--- src/rtl/ac_pkg.sv ---
// Shared types for the AC pulse driver: FSM state encoding, side encodings and a
// small constant helper used to size the phase counter.
package ac_pkg;

    typedef enum logic [2:0] {
        IDLE,
        SETUP,
        PULSE,
        HOLD,
        CHECK
    } state_t;

    localparam logic SIDE_LEFT  = 1'b0;
    localparam logic SIDE_RIGHT = 1'b1;

    function automatic int max4(input int a, input int b, input int c, input int d);
        int m;
        m = a;
        if (b > m) m = b;
        if (c > m) m = c;
        if (d > m) m = d;
        return m;
    endfunction

endpackage

--- src/rtl/ac_pulse_driver_if.sv ---
// Command handshake into the pulse driver: valid/ready with a one-bit target state.
// The driver is the slave; ready is only high while the driver is idle.
interface ac_pulse_driver_if;
    logic valid;
    logic ready;
    logic target;

    modport master (output valid, output target, input ready);
    modport slave  (input valid, input target, output ready);
endinterface

--- src/rtl/bit_sync.sv ---
// Multi-flop synchronizer for one asynchronous level; STAGES cycles of latency.
// No backpressure; cleared to 0 by reset_left.
module bit_sync #(
    parameter int STAGES = 2
) (
    input  logic clk,
    input  logic reset_left,
    input  logic async_bit,
    output logic sync_bit
);

    logic [STAGES-1:0] chain;

    always_ff @(posedge clk or posedge reset_left) begin
        if (reset_left) begin
            chain <= '0;
        end else begin
            chain <= {chain[STAGES-2:0], async_bit};
        end
    end

    assign sync_bit = chain[STAGES-1];

endmodule

--- src/rtl/ac_pulse_driver.sv ---
// Sequences gate + AC-set pulse on one side of a bistable, then confirms b via a synchronizer.
// All outputs registered; ready only in IDLE, so commands stall while a sequence is in flight.
module ac_pulse_driver
    import ac_pkg::*;
#(
    parameter int SETUP_CYCLES = 2,
    parameter int PULSE_CYCLES = 1,
    parameter int HOLD_CYCLES  = 1,
    parameter int CHECK_CYCLES = 8,
    parameter int SYNC_STAGES  = 2
) (
    input  logic                 clk,
    input  logic                 reset_left,
    ac_pulse_driver_if.slave     req,
    input  logic                 ff_b,
    output logic                 gate_left,
    output logic                 ac_set_left,
    output logic                 gate_right,
    output logic                 ac_set_right,
    output logic                 busy,
    output logic                 done,
    output logic                 done_err,
    output logic                 done_noop
);

    localparam int CW = $clog2(max4(SETUP_CYCLES, PULSE_CYCLES, HOLD_CYCLES, CHECK_CYCLES) + 1);

    state_t        state, state_nxt;
    logic [CW-1:0] cnt, cnt_nxt;
    logic          tgt, tgt_nxt;
    logic          b_sync;
    logic          done_nxt, err_nxt, noop_nxt;
    logic          active_nxt;

    bit_sync #(.STAGES(SYNC_STAGES)) u_sync (
        .clk        (clk),
        .reset_left (reset_left),
        .async_bit  (ff_b),
        .sync_bit   (b_sync)
    );

    always_ff @(posedge clk or posedge reset_left) begin
        if (reset_left) begin
            state        <= IDLE;
            cnt          <= '0;
            tgt          <= SIDE_LEFT;
            req.ready    <= 1'b1;
            busy         <= 1'b0;
            done         <= 1'b0;
            done_err     <= 1'b0;
            done_noop    <= 1'b0;
            gate_left    <= 1'b0;
            ac_set_left  <= 1'b0;
            gate_right   <= 1'b0;
            ac_set_right <= 1'b0;
        end else begin
            state        <= state_nxt;
            cnt          <= cnt_nxt;
            tgt          <= tgt_nxt;
            req.ready    <= (state_nxt == IDLE);
            busy         <= (state_nxt != IDLE);
            done         <= done_nxt;
            done_err     <= err_nxt;
            done_noop    <= noop_nxt;
            // Outputs decode the next state so gate and pulse are clean flop outputs.
            gate_left    <= active_nxt && (tgt_nxt == SIDE_LEFT);
            ac_set_left  <= (state_nxt == PULSE) && (tgt_nxt == SIDE_LEFT);
            gate_right   <= active_nxt && (tgt_nxt == SIDE_RIGHT);
            ac_set_right <= (state_nxt == PULSE) && (tgt_nxt == SIDE_RIGHT);
        end
    end

    always_comb begin
        state_nxt  = state;
        cnt_nxt    = cnt;
        tgt_nxt    = tgt;
        done_nxt   = 1'b0;
        err_nxt    = 1'b0;
        noop_nxt   = 1'b0;
        active_nxt = 1'b0;
        case (state)
            IDLE: begin
                if (req.valid) begin
                    tgt_nxt = req.target;
                    if (b_sync == req.target) begin
                        done_nxt = 1'b1;
                        noop_nxt = 1'b1;
                    end else begin
                        state_nxt = SETUP;
                        cnt_nxt   = CW'(SETUP_CYCLES - 1);
                    end
                end
            end
            SETUP: begin
                if (cnt == '0) begin
                    state_nxt = PULSE;
                    cnt_nxt   = CW'(PULSE_CYCLES - 1);
                end else begin
                    cnt_nxt = cnt - CW'(1);
                end
            end
            PULSE: begin
                if (cnt == '0) begin
                    state_nxt = HOLD;
                    cnt_nxt   = CW'(HOLD_CYCLES - 1);
                end else begin
                    cnt_nxt = cnt - CW'(1);
                end
            end
            HOLD: begin
                if (cnt == '0) begin
                    state_nxt = CHECK;
                    cnt_nxt   = CW'(CHECK_CYCLES - 1);
                end else begin
                    cnt_nxt = cnt - CW'(1);
                end
            end
            CHECK: begin
                if (b_sync == tgt) begin
                    state_nxt = IDLE;
                    cnt_nxt   = '0;
                    done_nxt  = 1'b1;
                end else if (cnt == '0) begin
                    state_nxt = IDLE;
                    cnt_nxt   = '0;
                    done_nxt  = 1'b1;
                    err_nxt   = 1'b1;
                end else begin
                    cnt_nxt = cnt - CW'(1);
                end
            end
            default: begin
                state_nxt = IDLE;
                cnt_nxt   = '0;
            end
        endcase
        active_nxt = (state_nxt == SETUP) || (state_nxt == PULSE) || (state_nxt == HOLD);
    end

endmodule
--- src/flat_wrapper.sv ---
// flat-port wrapper written by rule: the top's interface ports become plain ports
module ac_pulse_driver_flat import ac_pkg::*;
#(
    parameter int SETUP_CYCLES = 2,
    parameter int PULSE_CYCLES = 1,
    parameter int HOLD_CYCLES  = 1,
    parameter int CHECK_CYCLES = 8,
    parameter int SYNC_STAGES  = 2
)
  (clk, reset_left, ff_b, gate_left, ac_set_left, gate_right, ac_set_right, busy, done, done_err, done_noop, req_valid, req_target, req_ready);
  ac_pulse_driver_if req_i ();
  input  logic clk;
  input  logic reset_left;
  input  logic ff_b;
  output logic gate_left;
  output logic ac_set_left;
  output logic gate_right;
  output logic ac_set_right;
  output logic busy;
  output logic done;
  output logic done_err;
  output logic done_noop;
  input wire logic [$bits(req_i.valid)-1:0] req_valid;
  input wire logic [$bits(req_i.target)-1:0] req_target;
  output wire logic [$bits(req_i.ready)-1:0] req_ready;
  assign req_i.valid = req_valid;
  assign req_i.target = req_target;
  assign req_ready = req_i.ready;
  ac_pulse_driver #(.SETUP_CYCLES(SETUP_CYCLES), .PULSE_CYCLES(PULSE_CYCLES), .HOLD_CYCLES(HOLD_CYCLES), .CHECK_CYCLES(CHECK_CYCLES), .SYNC_STAGES(SYNC_STAGES)) u_core (.clk(clk), .reset_left(reset_left), .req(req_i), .ff_b(ff_b), .gate_left(gate_left), .ac_set_left(ac_set_left), .gate_right(gate_right), .ac_set_right(ac_set_right), .busy(busy), .done(done), .done_err(done_err), .done_noop(done_noop));
endmodule
--- config.mk ---
export PLATFORM = sky130hd
export DESIGN_NAME = ac_pulse_driver_flat
export DESIGN_NICKNAME = d
export VERILOG_FILES = /design/src/rtl/ac_pkg.sv /design/src/rtl/ac_pulse_driver_if.sv /design/src/rtl/bit_sync.sv /design/src/rtl/ac_pulse_driver.sv /design/src/flat_wrapper.sv
export SDC_FILE = /design/constraint.sdc
export NUM_CORES = 1
export LEC_CHECK = 0
export ABC_CLOCK_PERIOD_IN_PS = 2150
export BUFFER_PORTS_ARGS = -buffer_cell sky130_fd_sc_hd__buf_2
export CAP_MARGIN = 20
export CORE_MARGIN = 2
export CORE_UTILIZATION = 45
export DETAILED_ROUTE_END_ITERATION = 16
export GPL_ROUTABILITY_DRIVEN = 0
export PLACE_DENSITY = 0.66
export RECOVER_POWER = 25
export SYNTH_ARGS = -nofsm -noshare
export SYNTH_HDL_FRONTEND = slang
export SYNTH_SLANG_ARGS = --single-unit
export TNS_END_PERCENT = 50
--- constraint.sdc ---
create_clock -name clk -period 2.15 [get_ports clk]
set_input_delay 0.43 -clock clk [delete_from_list [all_inputs] [get_ports clk]]
set_output_delay 0.43 -clock clk [all_outputs]
set_load 0.03 [all_outputs]
; ---- Word-level counts from Yosys, hierarchy flattened
; Index checks and enable logic that the tools add are counted.
[totals]
out_inout_bits = 9
register_bits = 19
[classes]
n_reduce_logical = 12
addsub = 1
n_bitwise = 1
n_eq_ne = 11
mux = 24
[op_table]
columns = cell, n
row1 = 2-to-1 mux 3 bit, 7
row2 = 2-to-1 mux 4 bit, 5
row3 = one-hot mux 4 bit (4 select lines), 1
row4 = one-hot mux 3 bit (5 select lines), 1
row5 = equality test 3 x 2 -> 1 bit (second input constant), 4
row6 = 2-to-1 mux 1 bit, 9
row7 = equality test 3 x 1 -> 1 bit (second input constant), 2
row8 = logical NOT 3 bit, 2
row9 = logical AND 1 bit, 4
row10 = logical NOT 4 bit, 1
row11 = != test 2 bit (second input constant), 2
row12 = subtractor 4 x 1 -> 4 bit (second input constant), 1
row13 = equality test 3 bit (second input constant), 1
row14 = nonzero test 3 bit, 1
row15 = equality test 1 bit, 2
row16 = logical OR 1 bit, 2
row17 = one-hot mux 1 bit (2 select lines), 1
row18 = AND reduction 2 bit, 1
row19 = OR reduction 2 bit, 1
row20 = inverter 1 bit, 1

; ---- Longest topological paths before layout
; Gate-level depths: netlist of the first run.
[logic_depth]
ltp_word = 8
mapped_depth = 5
mapped_depth_nobuf = 4

; ---- By module
; A second synthesis of the first run with hierarchy kept.
[hier_totals]
hier_cells = 80
area_unflattened_um2 = 864.6
[modules_own_cells]
columns = module, seq_area_each_um2, cells_per_inst, n_inst, area_per_inst_um2
row1 = ac_pulse_driver, 426.7, 77, 1, 810.8
row2 = bit_sync, 50.0, 3, 1, 53.8

; ---- Worst setup path before layout of the first run
; Ideal clock, no wire load.
[synth_timing]
path_kind = register to register
startpoint = register u_core.cnt[0]
endpoint = register u_core.cnt[1]
path_stages_with_launch = 5
path_slack_ns = 0.728
period_less_slack_ns = 1.422
required_time_ns = 2.016
arrival_time_ns = 1.289
cell_sequence = dfrtp_1 > nor4_4 > o31ai_1 > nor2_1 > o211ai_1
[synth_via]
elab_chain_len = 4
elab_cells_between_ends = 6
cone_classes = add/sub: 1 / mux: 4 / reduce/logical: 1
[synth_rtl]
columns = item, line
row1 = from (decl), ac_pulse_driver.sv:29  ; logic [CW-1:0] cnt, cnt_nxt;
row2 = from (signal assigned), ac_pulse_driver.sv:58  ; cnt <= cnt_nxt;
row3 = subtractor 4 x 1 -> 4 bit / logical NOT 4 bit (equally long branches), -
row4 = 2-to-1 mux 4 bit, "ac_pulse_driver.sv:95, ac_pulse_driver.sv:103, ac_pulse_driver.sv:123"
row5 = 2-to-1 mux 4 bit, ac_pulse_driver.sv:119  ; if (b_sync == tgt) begin
row6 = one-hot mux 4 bit (4 select lines) *, ac_pulse_driver.sv:81  ; case (state)
; Every way passes the cells marked *; elsewhere a longest branch is shown, timed or not.
; A chain may end at the register's enable or synchronous reset.

; ---- Worst setup path after layout of the first run
[layout_timing]
startpoint = register u_core.state[0]
endpoint = register u_core.gate_left
[layout_via]
elab_chain_len = 7
elab_cells_between_ends = 21
cone_classes = eq/ne: 7 / mux: 9 / bitwise: 1 / reduce/logical: 4
[layout_rtl]
columns = item, line
row1 = from (decl), ac_pulse_driver.sv:28  ; state_t state, state_nxt;
row2 = from (signal assigned), ac_pulse_driver.sv:57  ; state <= state_nxt;
row3 = "2-to-1 mux 3 bit, on equally long branches", "ac_pulse_driver.sv:123, ac_pulse_driver.sv:85"
row4 = "2-to-1 mux 3 bit, on equally long branches", "ac_pulse_driver.sv:119, ac_pulse_driver.sv:83"
row5 = one-hot mux 3 bit (5 select lines), ac_pulse_driver.sv:81
row6 = equality test 3 x 1 -> 1 bit / equality test 3 x 2 -> 1 bit (equally long branches), ac_pulse_driver.sv:137  ; active_nxt = (state_nxt == SETUP) || (state_nxt == PULSE) || (state_nxt == HOLD);
row7 = logical OR 1 bit (2 in a row), ac_pulse_driver.sv:137
row8 = logical AND 1 bit *, ac_pulse_driver.sv:66  ; gate_left <= active_nxt && (tgt_nxt == SIDE_LEFT);
row9 = to (signal assigned), ac_pulse_driver.sv:66
row10 = to (decl), ac_pulse_driver.sv:16  ; output logic gate_left,
; Marks and branches as above.

==> results of run 1 <==
[per-layer routing]
| metal | vias to the layer above | global-route usage |
|---|---|---|
| li1 | 307 | - |
| met4 | 0 | 0.0649 |
| met5 | - | 0 |
| met1 | 296 | 0.219 |
| met2 | 24 | 0.224 |
| met3 | 5 | 0.0340 |
[sequential cells by signal, indices dropped and copies added, names as in the netlist]
name                 flops
u_core.state             3
u_core.done              1
u_core.tgt               1
u_core.ac_set_right      1
u_core.u_sync.chain      2
u_core.ac_set_left       1
u_core.cnt               4
u_core.gate_right        1
u_core.gate_left         1
u_core.busy              1
u_core.done_noop         1
u_core.req.ready         1
u_core.done_err          1
[logic make-up after synthesis]
kind of cell	after synthesis	synth area share
mux	1	0.0116
compound gates	17	0.124
buf+inv	8	0.0480
xor+xnor	4	0.0407
simple gates	32	0.222
flops	19	0.554
[per-stage QoR]
stage,power [mW],area (sq um),hold WS (ps)
after CTS,1.43,961,238
after detailed placement,1.26,935,341
after floorplan,1.13,861,331
after global placement,1.25,935,343
after global routing,1.56,961,223
final,1.43,961,204
[synthesized netlist by cell type]
library cell,count
nor3b_1,1
o21bai_1,1
o22ai_1,1
nor3_1,2
clkbuf_1,1
and2_1,1
nor2b_1,1
xnor2_1,3
a211oi_1,2
o21ai_0,6
mux2i_1,1
nor3_2,2
xor2_1,1
buf_4,1
inv_1,5
a21oi_1,2
dfrtp_1,18
or3_1,2
a21boi_0,2
nand3_2,1
dfstp_2,1
o211ai_1,1
a21boi_1,1
nand2_1,6
nor4_1,1
and3_1,1
nand3b_1,1
or3b_4,1
nor4_4,1
o31ai_1,1
buf_6,1
nor2_1,9
nand3_1,2
[power breakdown]
part	leakage, nW	internal [mW]	switching (mW)
clock	0.0150	0.0723	0.109
sequential	0.238	0.485	0.134
combinational	0.197	0.236	0.396
total	0.450	0.794	0.639
[final cells by class]
class / count / area share
flip-flops and latches: 19 / 0.496
clock buffers: 4 / 0.0273
inverters: 5 / 0.0195
well taps: 25 / 0.0326
repair buffers: 13 / 0.0677
multi-input cells: 54 / 0.357
[how the worst min path moves through the flow]
stage | start | to | slack [ps] | cells after the start
6_report | reset_left | u_core.gate_right$_DFF_PP0_ | 200 | 2
2_1_floorplan | u_core.u_sync.chain[0]$_DFF_PP0_ | u_core.u_sync.chain[1]$_DFF_PP0_ | 330 | 0
4_1_cts | ff_b | u_core.u_sync.chain[0]$_DFF_PP0_ | 240 | 1
3_3_place_gp | u_core.u_sync.chain[0]$_DFF_PP0_ | u_core.u_sync.chain[1]$_DFF_PP0_ | 340 | 0
5_1_grt | ff_b | u_core.u_sync.chain[0]$_DFF_PP0_ | 220 | 1
3_5_place_dp | u_core.u_sync.chain[0]$_DFF_PP0_ | u_core.u_sync.chain[1]$_DFF_PP0_ | 340 | 0
==> metrics.yaml, run 1 <==
run_status:
  status: "finished clean"
synthesis:
  yosysWarnings: 0
  syn_area_sq_um: 861
  synth_top_area_share: 0.523
  synth_seq_cells: 19
  synth.area.top_cells: "dfrtp_1 52%, nor2_1 3.9%, o21ai_0 3.5%, dfstp_2 3.1%, xnor2_1 3.1%"
  syn_inst: 81
  synth_nets: 86
  ys_seq_area_frac: 0.554
  avgSynthCellArea_sq_um: 10.6
  synth_area_leader_cell: "dfrtp_1"
  yosysUniqueCellTypes: 33
setup_path:
  crit_arrival_ps: 1850
  cp-start-kind: "register"
  crit_fanout: 10
  crit_buf_inv: 0
  cp-startpoint: "u_core.state[0]$_DFF_PP0_"
  crit_type: "reg2reg"
  slowest_stage: "dfrtp_1"
  worstSetupEndpointType: "register"
  reg2reg_slack_ps: 500
  r2r_start: "u_core.state[0]$_DFF_PP0_"
  crit_path_end: "u_core.gate_left$_DFF_PP0_"
  slowest_delay_ps: 520
  worst_ep_required_time_ps: 2350
  crit_chain: "nor2_1 -> a21boi_0 -> nor2_1 -> and3_1"
  reg2reg_to: "u_core.gate_left$_DFF_PP0_"
  cp.depth: 4
  critPathTopFamily: "simple AND/OR/NAND/NOR gates"
  cpMostUsedCell: "nor2_1"
  r2r_cells: 4
power:
  p_per_area_nw_per_um2: 1490
  ir_worst_vdd_v: 0.000644
  p_leak_nw: 0.450
sta:
  rsz0062_at_grt: "false"
  slew_headroom: 0.557
  tns_ps: 0
  fmax_ghz: 0.606
  worstMarginPinSlew_ps: 664
  min_period_ps: 1650
  fin_skew_ps: 6.30
  finalSetupViolCount: 0
  fin_ws_ps: 501
  hold_viol: 0
  min_period_over_period: 0.767
  maxSlewViolCount: 0
place:
  place_ws_ps: 516
  dp_hpwl_um: 1020
  numPortBuffers: 13
  dp_cells: 116
cts:
  clkTransAtPathRegs_ps: 110
  clk_root_buffer_cell: "clkbuf_4"
  cts.sinks: 19
  ctsHoldBuffers: 0
  cts_buffers: 3
  cts_buffer_depth: 2
  post_cts_resized: 0
  clkLatencyLatePin_ps: 300
  cts_htree_levels: 1
  cts_tree: "yes"
  postCtsSetupRepairBufs: 0
floorplanning:
  die-area_sq_um: 2280
  initial_core_util: 0.488
  rows: 15
  num_io_pins: 14
  core_area_sq_um: 1760
  die_x_um: 47.7
  die_h_um: 47.7
drt:
  vias: 632
  antenna_left: 0
  wire_per_inst_um: 12.0
  wl_um: 1440
  met2_length_um: 636
  drtIter0Drc: 15
  viasPerCell: 5.27
  dr_wl_met3_um: 117
  drc: 0
  dr.pass1.iters: 4
  topRoutingLayerUsed: "met4"
  met1_length_um: 657
grt:
  grt_max_degree: 20
  grt_pass1_vias: 572
  grt-ovfl-total: 0
  grt_pass1_wl_um: 2390
  grtUsageTotal: 0.153
  antenna_found_initial: 0
cells_and_area:
  multiInputGateArea_sq_um: 343
  fin_util: 0.545
  instances_no_fill: 120
  fin_nets: 101
  areaGrowthSynthToFinish_pct: 11.6
  layout_common_cells: "18 x dfrtp_1, 13 x buf_2, 9 x nor2_1"
  drive_gt1_frac: 0.232
  n_fill_cell: 177
  regArea_sq_um: 477
  layout_commonest_cell: "dfrtp_1"
  n_antenna_cell: 0
hold_path:
  worstHoldPathType: "in2async"
run:
  drv_cap: 0
(Power assumes the default switching activity.)
==> inputs of run 2 (changes only) <==
- ABC_CLOCK_PERIOD_IN_PS: 2150 -> 1400
- PLACE_DENSITY: 0.66 -> 0.68
- clock period: 2.15 -> 1.4 ns (I/O delays scaled with it)
==> run 2 against run 1 <==
Fmax grew 17%. Global-route usage is 2.4 points higher. Largest cell class unchanged. The flow now finishes with violations (negative setup slack). Critical path type unchanged. Die area did not move. Core utilization rose by 12 points.
==> metrics.yaml, run 2 (synthesis gave the netlist of run 1 again) <==
setup_path:
  crit_fanout: 6
  crit_arrival_ps: 1640
  r2r_start: "u_core.state[0]$_DFF_PP0_"
  slowest_delay_ps: 470
  reg2reg_to: "u_core.cnt[3]$_DFFE_PP0P_"
  reg2reg_slack_ps: -6
  r2r_cells: 3
  worst_ep_required_time_ps: 1630
  cp-startpoint: "u_core.state[0]$_DFF_PP0_"
  crit_chain: "or3b_4 -> or3_1 -> a21boi_1"
  cp-start-kind: "register"
  worstSetupEndpointType: "register"
  slowest_stage: "dfrtp_2"
  crit_type: "reg2reg"
cts:
  cts.sinks: 19
  clkTransAtPathRegs_ps: 100
  clkLatencyLatePin_ps: 300
  cts_buffers: 3
  clk_root_buffer_cell: "clkbuf_4"
  cts_buffer_depth: 2
  cts_tree: "yes"
  cts_htree_levels: 1
drt:
  wl_um: 1820
  drc: 0
  vias: 733
  drtIter0Drc: 6
  wire_per_inst_um: 12.9
  antenna_left: 0
  dr.pass1.iters: 4
  viasPerCell: 5.20
power:
  clkPwrFrac: 0.099
  p_comb_frac: 0.577
  sw_frac_of_total: 0.422
  p_per_area_nw_per_um2: 2350
  p_leak_nw: 0.560
  p_int_mw: 1.60
  p_switching_mw: 1.17
  ir_worst_vdd_v: 0.00129
  power.share.sequential: 0.324
cells_and_area:
  regArea_sq_um: 479
  top_register: "u_core.cnt"
  layout_commonest_cell: "buf_4"
  n_fill_cell: 154
  n_antenna_cell: 0
  multiInputGateArea_sq_um: 384
  largest_reg_flops: 4
  areaGrowthSynthToFinish_pct: 36.6
  fin_util: 0.667
  reg_top3: "u_core.cnt x4, u_core.state x3, u_core.u_sync.chain x2"
  drive_gt1_frac: 0.448
  layout_common_cells: "17 x buf_4, 16 x dfrtp_1, 13 x buf_2"
  fin_nets: 122
  final_cell_area_sq_um: 1180
floorplanning:
  num_io_pins: 14
  initial_core_util: 0.488
  core_area_sq_um: 1760
  die_h_um: 47.7
  die-area_sq_um: 2280
  die_x_um: 47.7
  rows: 15
sta:
  fin_ws_ps: -5.57
  fin_skew_ps: 2.42
  tns_ps: -5.57
  rsz0062_at_grt: "true"
  worstMarginPinSlew_ps: 465
  maxSlewViolCount: 0
  slew_headroom: 0.688
  fmax_ghz: 0.711
  min_period_ps: 1410
  timing.hold.ws_ps: 77.8
  min_period_over_period: 1.00
  finalSetupViolCount: 1
  hold_viol: 0
hold_path:
  worstHoldPathType: "in2reg"
  min_from: "ff_b"
  hold_end: "u_core.u_sync.chain[0]$_DFF_PP0_"
  holdPathStages: 1
grt:
  grt_pass1_wl_um: 2710
  grt_max_degree: 11
  grt-ovfl-total: 0
  grtUsageTotal: 0.177
  antenna_found_initial: 0
  grt_pass1_vias: 661
place:
  dp_hpwl_um: 1230
  dpl_cell_area_sq_um: 1060
  numPortBuffers: 13
run:
  drv_cap: 0
run_status:
  violations: "negative setup slack"
  status: "finished with violations"
==> run 2: how the worst max path moves through the flow <==
stage / end / slack, ps / cells after the start
finish: u_core.cnt[3]$_DFFE_PP0P_ / -6 / 3
global placement: u_core.cnt[2]$_DFFE_PP0P_ / 20 / 4
CTS: u_core.cnt[3]$_DFFE_PP0P_ / 1 / 3
detailed placement: u_core.cnt[1]$_DFFE_PP0P_ / 1 / 4
global route: u_core.gate_right$_DFF_PP0_ / -60 / 5
floorplan: u_core.cnt[1]$_DFFE_PP0P_ / 5 / 4
==> run 2: final cells by class <==
type,instances,area share
Tap cell,25,0.0266
Multi-Input combinational cell,54,0.327
Inverter,5,0.0160
Timing Repair Buffer,34,0.201
Clock buffer,4,0.0223
Sequential cell,19,0.407
==> run 2: through the flow <==
stage | total power, mW | std cells | worst slack, ps
CTS | 2.51 | 139 | 1.14
global route | 2.97 | 141 | -59.8
detailed placement | 2.19 | 133 | 1.17
finish | 2.76 | 141 | -5.57
floorplan | 1.73 | 81 | 5.49
global placement | 2.17 | 133 | 20.9
==> run 2: power groups by stage <==
stage                     Clock, mW  Sequential [mW]  Combinational (mW)
after floorplan                   0             1.05               0.681
after detailed placement          0            0.888                1.30
after global placement            0            0.887                1.29
after CTS                     0.279            0.884                1.35
final                         0.274            0.895                1.59
after global routing          0.311            0.919                1.74
==> run 2: worst max-delay path, delay by kind of cell, from the launching register on <==
family           cells  cell delay [ps]
flip-flops           1              470
AND/OR/NAND/NOR      2              750
AO/OA/AOI/OAI        1              120
==> run 2: routing by layer <==
layer	routed length, um	part of all wire	vias to the layer above	global-route usage
met3	82	0.045	5	0.0453
met2	863	0.47	22	0.264
met4	40	0.022	0	0.0973
met5	0	0	-	0
met1	836	0.46	355	0.236
li1	-	-	351	-
==> run 2: timing repair <==
action                                  4_1_cts  5_1_grt
endpoints found under the setup margin        3        8
buffers inserted                              1        2
pin swaps                                     0        8
endpoints found under the hold margin         8        0
hold buffers                                  1        0
gates resized for setup                       2       19
